File: src/rtl/pipe_stage_reg.sv
`default_nettype none
// ============================================================================
//  Module      : pipe_stage_reg
//  Description : Pipeline stage register for the CPU datapath.
//                Two-entry skid buffer (main slot M, skid slot S) with a
//                valid/ready handshake on both sides. It also provides stall
//                and flush control, bubble-safe control output and a
//                saturating bubble counter.
//  Ports       : clk        - rising-edge clock
//                rst        - asynchronous reset, active-low (0 = reset)
//                in_valid   - upstream presents an entry
//                in_ready   - stage can accept an entry (registered)
//                in_data    - upstream data payload   [DATA_W]
//                in_ctrl    - upstream control payload [CTRL_W]
//                stall      - hold the head entry, no dequeue
//                flush      - discard every held entry (sync, top priority)
//                out_valid  - stage presents an entry downstream
//                out_ready  - downstream accepts the entry
//                out_data   - data of the head entry   [DATA_W]
//                out_ctrl   - control of head entry, 0 when no entry [CTRL_W]
//                occupancy  - number of held entries (0..2)
//                bubble_cnt - saturating count of bubble cycles [CNT_W]
//  Revision    : 1.0 - initial release
// ============================================================================
module pipe_stage_reg #(
  parameter int DATA_W = 32,
  parameter int CTRL_W = 16,
  parameter int CNT_W  = 16
) (
  input  logic              clk,
  input  logic              rst,
  input  logic              in_valid,
  output logic              in_ready,
  input  logic [DATA_W-1:0] in_data,
  input  logic [CTRL_W-1:0] in_ctrl,
  input  logic              stall,
  input  logic              flush,
  output logic              out_valid,
  input  logic              out_ready,
  output logic [DATA_W-1:0] out_data,
  output logic [CTRL_W-1:0] out_ctrl,
  output logic [1:0]        occupancy,
  output logic [CNT_W-1:0]  bubble_cnt
);

  localparam logic [CNT_W-1:0] c_cnt_max = '1;

  // Slot storage
  logic              r_m_valid;
  logic [DATA_W-1:0] r_m_data;
  logic [CTRL_W-1:0] r_m_ctrl;
  logic              r_s_valid;
  logic [DATA_W-1:0] r_s_data;
  logic [CTRL_W-1:0] r_s_ctrl;
  logic [1:0]        r_occ;
  logic [CNT_W-1:0]  r_bubble_cnt;

  // Handshake and next-state wires
  logic w_accept;
  logic w_drain;
  logic w_bubble;
  logic w_m_valid_nxt;
  logic w_s_valid_nxt;
  logic w_m_load_in;
  logic w_m_load_s;
  logic w_s_load_in;

  // in_ready depends only on a register, so there is no combinational
  // path from out_ready back to in_ready.
  assign w_accept = in_valid & ~r_s_valid;
  assign w_drain  = r_m_valid & out_ready & ~stall;
  assign w_bubble = ~r_m_valid & out_ready & ~stall;

  always_comb begin
    w_m_valid_nxt = r_m_valid;
    w_s_valid_nxt = r_s_valid;
    w_m_load_in   = 1'b0;
    w_m_load_s    = 1'b0;
    w_s_load_in   = 1'b0;
    if (flush) begin
      // Offered input is dropped along with every held entry.
      w_m_valid_nxt = 1'b0;
      w_s_valid_nxt = 1'b0;
    end else if (!r_m_valid) begin
      // S is never occupied while M is empty, so an arrival always lands
      // in M, even during a stall, so that no accepted entry is lost.
      if (w_accept) begin
        w_m_valid_nxt = 1'b1;
        w_m_load_in   = 1'b1;
      end
    end else if (w_drain) begin
      if (r_s_valid) begin
        // S refills M; in_ready was 0 so no accept is possible here.
        w_m_load_s    = 1'b1;
        w_s_valid_nxt = 1'b0;
      end else if (w_accept) begin
        w_m_load_in   = 1'b1;
      end else begin
        w_m_valid_nxt = 1'b0;
      end
    end else if (w_accept) begin
      // M is held (backpressure or stall): park the arrival in S.
      w_s_valid_nxt = 1'b1;
      w_s_load_in   = 1'b1;
    end
  end

  always_ff @(posedge clk or negedge rst) begin
    if (!rst) begin
      r_m_valid    <= 1'b0;
      r_m_data     <= '0;
      r_m_ctrl     <= '0;
      r_s_valid    <= 1'b0;
      r_s_data     <= '0;
      r_s_ctrl     <= '0;
      r_occ        <= 2'd0;
      r_bubble_cnt <= '0;
    end else begin
      r_m_valid <= w_m_valid_nxt;
      r_s_valid <= w_s_valid_nxt;
      r_occ     <= {1'b0, w_m_valid_nxt} + {1'b0, w_s_valid_nxt};
      if (w_m_load_in) begin
        r_m_data <= in_data;
        r_m_ctrl <= in_ctrl;
      end else if (w_m_load_s) begin
        r_m_data <= r_s_data;
        r_m_ctrl <= r_s_ctrl;
      end
      if (w_s_load_in) begin
        r_s_data <= in_data;
        r_s_ctrl <= in_ctrl;
      end
      if (w_bubble && (r_bubble_cnt != c_cnt_max)) begin
        r_bubble_cnt <= r_bubble_cnt + CNT_W'(1);
      end
    end
  end

  assign in_ready   = ~r_s_valid;
  assign out_valid  = r_m_valid;
  assign out_data   = r_m_data;
  // Gate control so no write enable leaks out of an empty or flushed slot.
  assign out_ctrl   = r_m_valid ? r_m_ctrl : '0;
  assign occupancy  = r_occ;
  assign bubble_cnt = r_bubble_cnt;

endmodule
`default_nettype wire
File: config.mk
export PLATFORM = sky130hd
export DESIGN_NAME = pipe_stage_reg
export DESIGN_NICKNAME = d
export VERILOG_FILES = /design/src/rtl/pipe_stage_reg.sv
export SDC_FILE = /design/constraint.sdc
export NUM_CORES = 1
export LEC_CHECK = 0
export BUFFER_PORTS_ARGS = -buffer_cell sky130_fd_sc_hd__buf_2
export CORE_ASPECT_RATIO = 0.75
export CORE_UTILIZATION = 57
export CTS_CLUSTER_SIZE = 30
export DETAILED_ROUTE_END_ITERATION = 7
export HOLD_SLACK_MARGIN = 0.12
export PLACE_DENSITY = 0.89
export SLEW_MARGIN = 20
export SYNTH_ARGS = -nofsm -noshare
export SYNTH_HDL_FRONTEND = slang
export SYNTH_SLANG_ARGS = --single-unit
File: constraint.sdc
create_clock -name clk -period 4 [get_ports clk]
set_clock_uncertainty 0.05 [all_clocks]
set_input_delay 0.8 -clock clk [delete_from_list [all_inputs] [get_ports clk]]
set_output_delay 0.8 -clock clk [all_outputs]
set_load 0.05 [all_outputs]
# After elaboration in Yosys (flattened, before gate mapping)
# Index checks and enable logic that the tools add are counted.
[totals]
wordCells = 46
out_inout_bits = 68
register_bits = 116
input_bits = 54
[op_classes]
mux = 25
n_bitwise = 8
addsub = 2
n_eq_ne = 1
n_reduce_logical = 2
[op_table]
columns = ["operator", "count"]
rows = [
  ["2-to-1 mux 32 bit", 2],
  ["2-to-1 mux 16 bit", 3],
  ["2-to-1 mux 1 bit", 20],
  ["adder 16 x 1 -> 16 bit (second input constant)", 1],
  ["!= test 16 bit (second input constant)", 1],
  ["AND 1 bit", 5],
  ["NOT 1 bit", 3],
  ["adder 1 x 1 -> 2 bit", 1],
  ["nonzero test 2 bit", 1],
  ["logical AND 1 bit", 1],
]

# Depth between registers and ports, before layout
# Gate-level depths: netlist (run 1).
[depth]
word_depth = 8
depth_mapped = 6
depth_no_buf = 5

# Least setup slack after synthesis (run 1)
# No wires, ideal clock.
[synth_path]
kind = "register to output"
from = "reg r_m_valid, in the netlist out_valid"
to = "out out_ctrl[10]"
path_stages_with_launch = 4
n_path_buf = 2
required_ns = 3.150
t_arrival_ns = 1.596
path_slack_ns = 1.554
path_cell_list = "dfrtp_1 > clkbuf_1 > clkbuf_1 > and2_1"
[synth_between]
elab_chain_cells = 1
[synth_lines]
columns = ["item", "line_no", "text"]
rows = [
  ["start, declared", "49", "logic r_m_valid;"],
  ["start signal, assigned", "119", "r_m_valid <= w_m_valid_nxt;"],
  ["2-to-1 mux 16 bit", "143", "assign out_ctrl = r_m_valid ? r_m_ctrl : '0;"],
  ["end, declared", "41", "output logic [CTRL_W-1:0] out_ctrl,"],
]
# No other way between the ends.

# Worst setup path in the final report (run 1)
[layout_path]
from = "reg r_m_valid, in the netlist out_valid"
to = "reg r_s_data[8]"
[layout_between]
elab_chain_cells = 5
[layout_lines]
columns = ["item", "line_no", "text"]
rows = [
  ["AND 1 bit (2 in series)", "71", "assign w_drain = r_m_valid & out_ready & ~stall;"],
  ["2-to-1 mux 1 bit", "91", "end else if (w_drain) begin"],
  ["2-to-1 mux 1 bit *", "84", "end else if (!r_m_valid) begin"],
  ["2-to-1 mux 1 bit *", "80", "if (flush) begin"],
  ["end signal, assigned", "130", "r_s_data <= in_data;"],
  ["end, declared", "53", "logic [DATA_W-1:0] r_s_data;"],
]
# Mark *: on every way between the ends. The rest lies on a longest branch, timed or not.
# A chain may end at the register's enable or synchronous reset.

==> results of run 1 <==
## flip-flops by register name (all words and copies together) (netlist names)
name,count
r_s_data,32
r_m_ctrl,16
r_s_ctrl,16
bubble_cnt,16
occupancy,2
out_valid,1
out_data,32
r_s_valid,1
## power groups by stage
stage	combinational, mW	clock, mW	sequential, mW
detailed placement	0.966	0	1.65
CTS	0.970	1.35	1.64
global placement	0.928	0	1.63
finish	0.960	1.32	1.64
global route	1.02	1.40	1.67
floorplan	0.360	0	1.96
## synth_stat cells
master / count / area share (%)
dfrtp_1: 116 / 57
nand2_1: 54 / 4.0
mux2_2: 51 / 11
mux2i_1: 48 / 9.5
o21ai_0: 42 / 4.2
and2_1: 16 / 2.0
clkbuf_1: 13 / 0.96
xor2_1: 13 / 2.3
buf_2: 8 / 0.79
o21ai_1: 7 / 0.69
nand4_1: 6 / 0.74
nor3_1: 5 / 0.49
nand3_1: 4 / 0.40
nor4_1: 4 / 0.49
buf_6: 3 / 0.67
nand2b_1: 3 / 0.37
nor4_2: 3 / 0.74
a21oi_1: 2 / 0.20
ha_1: 2 / 0.49
inv_1: 2 / 0.15
nor2_1: 2 / 0.15
or2_2: 2 / 0.25
a211oi_2: 1 / 0.25
a311oi_1: 1 / 0.17
buf_4: 1 / 0.15
nand3_2: 1 / 0.20
nor3b_1: 1 / 0.15
nor4b_1: 1 / 0.17
nor4b_2: 1 / 0.30
or3b_1: 1 / 0.17
or4_4: 1 / 0.22
## cell type report
| type | instances | share of cell area (%) |
|---|---|---|
| clock inverter | 5 | 0.3987 |
| multi-input combinational | 272 | 32.64 |
| clock buffer | 26 | 7.955 |
| sequential | 116 | 46.25 |
| inverter | 2 | 0.1196 |
| timing repair buffer | 126 | 10.49 |
| tap | 108 | 2.153 |
## layer usage
metal / up-vias / global-route usage, %
met3: 19 / 6.754
li1: 1688 / -
met2: 98 / 39.86
met1: 1792 / 29.30
met4: 0 / 13.45
met5: - / 0
## worst max-delay path, delay by kind of cell, from the launching register on
kind                   cells  cell delay (ps)
AND/OR/NAND/NOR            1              880
flip-flops                 1              850
buffers and inverters      1              480
multiplexers               1              290
## path summary, 6_finish.rpt
path,from,to,cells after the start
max in group asynchronous,rst,r_s_ctrl[8],2
min in group clk,r_s_data[2],r_s_data[2],1
max reg2reg,out_valid,r_s_data[8],3
min,rst,bubble_cnt[0],1
min reg2reg,r_s_data[2],r_s_data[2],1
max,out_valid,r_s_data[8],3
## per-stage QoR
step	instances	setup slack (ps)	utilization (%)	hold slack, ps	instance area (µm²)
detailed placement	624	1112	67.35	444.0	5743
finish	655	1299	73.60	385.5	6276
global route	655	1085	73.60	454.8	6276
CTS	655	1242	73.50	406.6	6267
floorplan	415	1554	-	429.2	5059
global placement	624	1167	67.35	436.2	5743
## logic make-up (layout without fill, tap and decap cells)
kind of cell / after synthesis / count (layout) / synth area share (%)
flops: 116 / 116 / 57.38
fa+ha+maj: 2 / 2 / 0.4946
xor+xnor: 13 / 13 / 2.251
simple gates: 105 / 105 / 10.83
mux: 99 / 99 / 20.85
compound gates: 53 / 53 / 5.466
buf+inv: 27 / 159 / 2.721
==> results by group, run 1 <==
Clock network
  – CTS root buf: clkbuf_16
  – # hold bufs at CTS: 0
  – CTS HTree Levels: 4
  – Reg clk slew, reported paths: 50 ps
  – CTS Sinks: 116
  – CTS Buffer Depth: 2
  – CTS tree: done
  – Setup bufs post-CTS: 0
  – Post_cts resized: 0
  – CTS buffer count: 17
  – Clock Latency Late Sink: 400 ps

Power
  – Lkg Pwr: 2.897 nW
  – Total design power: 3.917 mW
  – Clock share of power: 33.7%
  – Internal power: 2.609 mW
  – Net switching power: 1.308 mW
  – Worst VDD drop: 0.5508 mV
  – Reg power frac: 41.8%
  – Net Sw Frac: 33.40%
  – Pwr Density: 624.1 nW/µm²
  – Combinational share of power: 24.5%

Timing
  – Setup_tns: 0 ps
  – Fmax: 370.3 MHz
  – Slew headroom: 39.68%
  – Final setup vio count: 0
  – RSZ-0062 raised after global routing: no
  – Crit path time final: 2701 ps
  – Final Max Tran Viols: 0
  – Slew @ Worst Pin: 903.7 ps
  – Final hold vios: 0
  – Fin crit share: 67.52%

Setup path
  – CP Data Required Time: 4230 ps
  – Worst path cell trace: nand3_2 -> buf_4 -> mux2_2
  – CP Max Fanout: 31
  – R2R Setup Slk: 1300 ps
  – Crit start category: flip-flop
  – CP arrival: 2930 ps
  – Crit-path slowest cell: nand3_2
  – Setup crit end kind: flip-flop
  – Max incr delay on CP: 880 ps
  – Kind of critical path: flip-flop to flip-flop

Die
  – Width of the die: 110.8 µm
  – # rows: 29
  – Num ports: 122
  – Full die area: 9260 µm²
  – Die Y: 83.59 µm
  – Placeable core area: 8527 µm²
  – Starting density of the core: 59.33%

Route
  – Final WL: 10650 µm
  – M1 WL: 4522 µm
  – First DRT Iteration DRCs: 237
  – Vias/cell: 5.492
  – Via Count: 3597
  – Total length of routed met3 wires: 494 µm
  – Avg WL per Cell: 16.27 µm
  – DRC Markers: 0
  – Router iterations before antenna repair: 4
  – WL met2: 5382 µm
  – Top Metal Used: met4
  – Post-route ant nets: 0

Synth
  – Yosys synthesis warning count: 0
  – Flops & latches, synth: 116
  – Cell variety after synth: 31
  – Synth Area per Inst: 12.19 µm²
  – Synthesized instance count: 415
  – Seq/Total Area, Yosys: 57.38%
  – Syn nets: 471
  – Mapped cell area: 5059 µm²

Cells and area
  – Area of the multi-input gates: 2048 µm²
  – Register Area: 2903 µm²
  – Filler cells: 565
  – Antenna diodes: 0
  – Area delta synth->final: 24.07%
  – Most frequent cells in the layout: buf_2, dfrtp_1, nand2_1
  – Proportion of layout cells with a drive suffix above 1: 38.94%
  – # nets final: 591
  – Most common cell after layout, fill and taps aside: buf_2

GRT
  – Antenna violations before repair: 0
  – Vias in the first global route: 3711
  – Largest net degree at the start of global routing: 97
  – All-Layer GR Usage: 24.34%
  – Total gr overflow: 0
  – First-pass GRT wire length: 17530 µm

Job
  – Max-cap check violation count: 0

Place
  – Port bufs: 121
  – Post-DP HPWL: 7026 µm
  – Placer Congestion: 0.8632

Status
  – Status: completed

Worst hold path
  – Worst Hold Class: primary input to async pin
Power figures use the tool's default switching activity.
==> run 2, diff against run 1 <==
Settings changed: CORE_UTILIZATION 57 to 53, PLACE_DENSITY 0.89 to 0.84.
Clock period 4 ns to 2.6 ns, I/O delays scaled along.
==> results by group, run 2 (synthesis results as in run 1) <==
Status
  – Status: completed

Place
  – Port bufs: 121
  – Post-DP HPWL: 7193 µm
  – Placer Congestion: 0.8807
  – Pre-CTS WS: 434.4 ps

Cells and area
  – Most common cell after layout, fill and taps aside: buf_2
  – Most frequent cells in the layout: buf_2, dfrtp_1, nand2_1
  – Area of the multi-input gates: 2039 µm²
  – Proportion of layout cells with a drive suffix above 1: 39.86%
  – Register Area: 2903 µm²
  – Area delta synth->final: 27.55%
  – # nets final: 595
  – Antenna diodes: 0
  – Filler cells: 670
  – Final Core Density: 70.45%

Die
  – # rows: 30
  – Full die area: 9943 µm²
  – Width of the die: 114.8 µm
  – Die Y: 86.61 µm
  – Num ports: 122
  – Placeable core area: 9159 µm²
  – Starting density of the core: 55.23%

GRT
  – Vias in the first global route: 3626
  – All-Layer GR Usage: 23.66%
  – Largest net degree at the start of global routing: 59
  – Antenna violations before repair: 0
  – First-pass GRT wire length: 17690 µm
  – Total gr overflow: 0

Worst hold path
  – Worst Hold Class: primary input to flip-flop
  – Worst Hold Depth: 3

Timing
  – Slew headroom: 64.61%
  – Final Max Tran Viols: 0
  – Slew @ Worst Pin: 530.9 ps
  – RSZ-0062 raised after global routing: no
  – Setup_tns: 0 ps
  – Fin crit share: 78.31%
  – Setup slack after layout: 563.9 ps
  – Final hold vios: 0
  – Final setup vio count: 0
  – Crit path time final: 2036 ps
  – Fmax: 491.1 MHz

Power
  – Pwr Density: 999.4 nW/µm²
  – Worst VDD drop: 0.5554 mV
  – Lkg Pwr: 2.956 nW

Clock network
  – CTS Buffer Depth: 2
  – CTS Sinks: 116
  – Post_cts resized: 0
  – CTS tree: done
  – # hold bufs at CTS: 1
  – Setup bufs post-CTS: 0
  – CTS root buf: clkbuf_16
  – CTS buffer count: 17
  – Clock Latency Late Sink: 400 ps
  – Reg clk slew, reported paths: 50 ps
  – CTS HTree Levels: 4

Route
  – Router iterations before antenna repair: 4
  – Vias/cell: 5.299
  – Final WL: 10870 µm
  – First DRT Iteration DRCs: 165
  – Via Count: 3603
  – DRC Markers: 0
  – Post-route ant nets: 0
  – Avg WL per Cell: 15.98 µm

Job
  – Max-cap check violation count: 0

Setup path
  – Setup crit end kind: primary output
  – Crit start category: flip-flop
  – Worst r2r path cells: 6
  – CP Data Required Time: 2030 ps
  – CP Max Fanout: 23
  – CP arrival: 1470 ps
  – Kind of critical path: flip-flop to primary output
run 2: final timing paths:
path / start / endpoint / slack [ps]
max: out_valid / out_ctrl[7] / 560
min: in_ctrl[3] / r_m_ctrl[3] / 290
max reg2reg: bubble_cnt[0] / bubble_cnt[1] / 700
min reg2reg: r_s_data[4] / r_s_data[4] / 450
max in group asynchronous: rst / r_m_ctrl[6] / 1180
min in group asynchronous: rst / bubble_cnt[7] / 600
run 2: where the power goes:
group | internal, mW | total (mW) | switching [mW]
combinational | 0.478 | 1.49 | 1.01
clock | 1.67 | 2.44 | 0.774
sequential | 2.24 | 2.52 | 0.278
run 2: area by class of cell:
cell class	count	share of cell area, %
clock buffer	22	7.349
sequential	116	44.99
clock inverter	10	2.366
timing repair buffer	130	11.09
tap	128	2.482
inverter	2	0.1163
multi-input combinational	272	31.61
run 2: metal layers:
layer,routed length (µm),vias up,track usage (%)
met4,192,0,10.98
met5,0,-,0
met2,5474,86,38.62
met1,4756,1799,29.70
li1,-,1704,-
met3,445,14,6.364
run 2: through the flow:
stage	std cells	hold slack [ps]	instance area [µm²]	total power, mW
after floorplan	415	174.4	5059	3.576
after global placement	647	435.8	5816	3.937
after detailed placement	647	443.6	5816	4.034
after CTS	680	277.2	6452	6.503
after global routing	680	286.5	6452	6.715
final	680	286.3	6452	6.449
run 2: worst max-delay path, cell delays in order, from the launching register on:
cell and delay [ps]:
dfrtp_1 340, buf_4 270, and2_1 190, buf_2 260
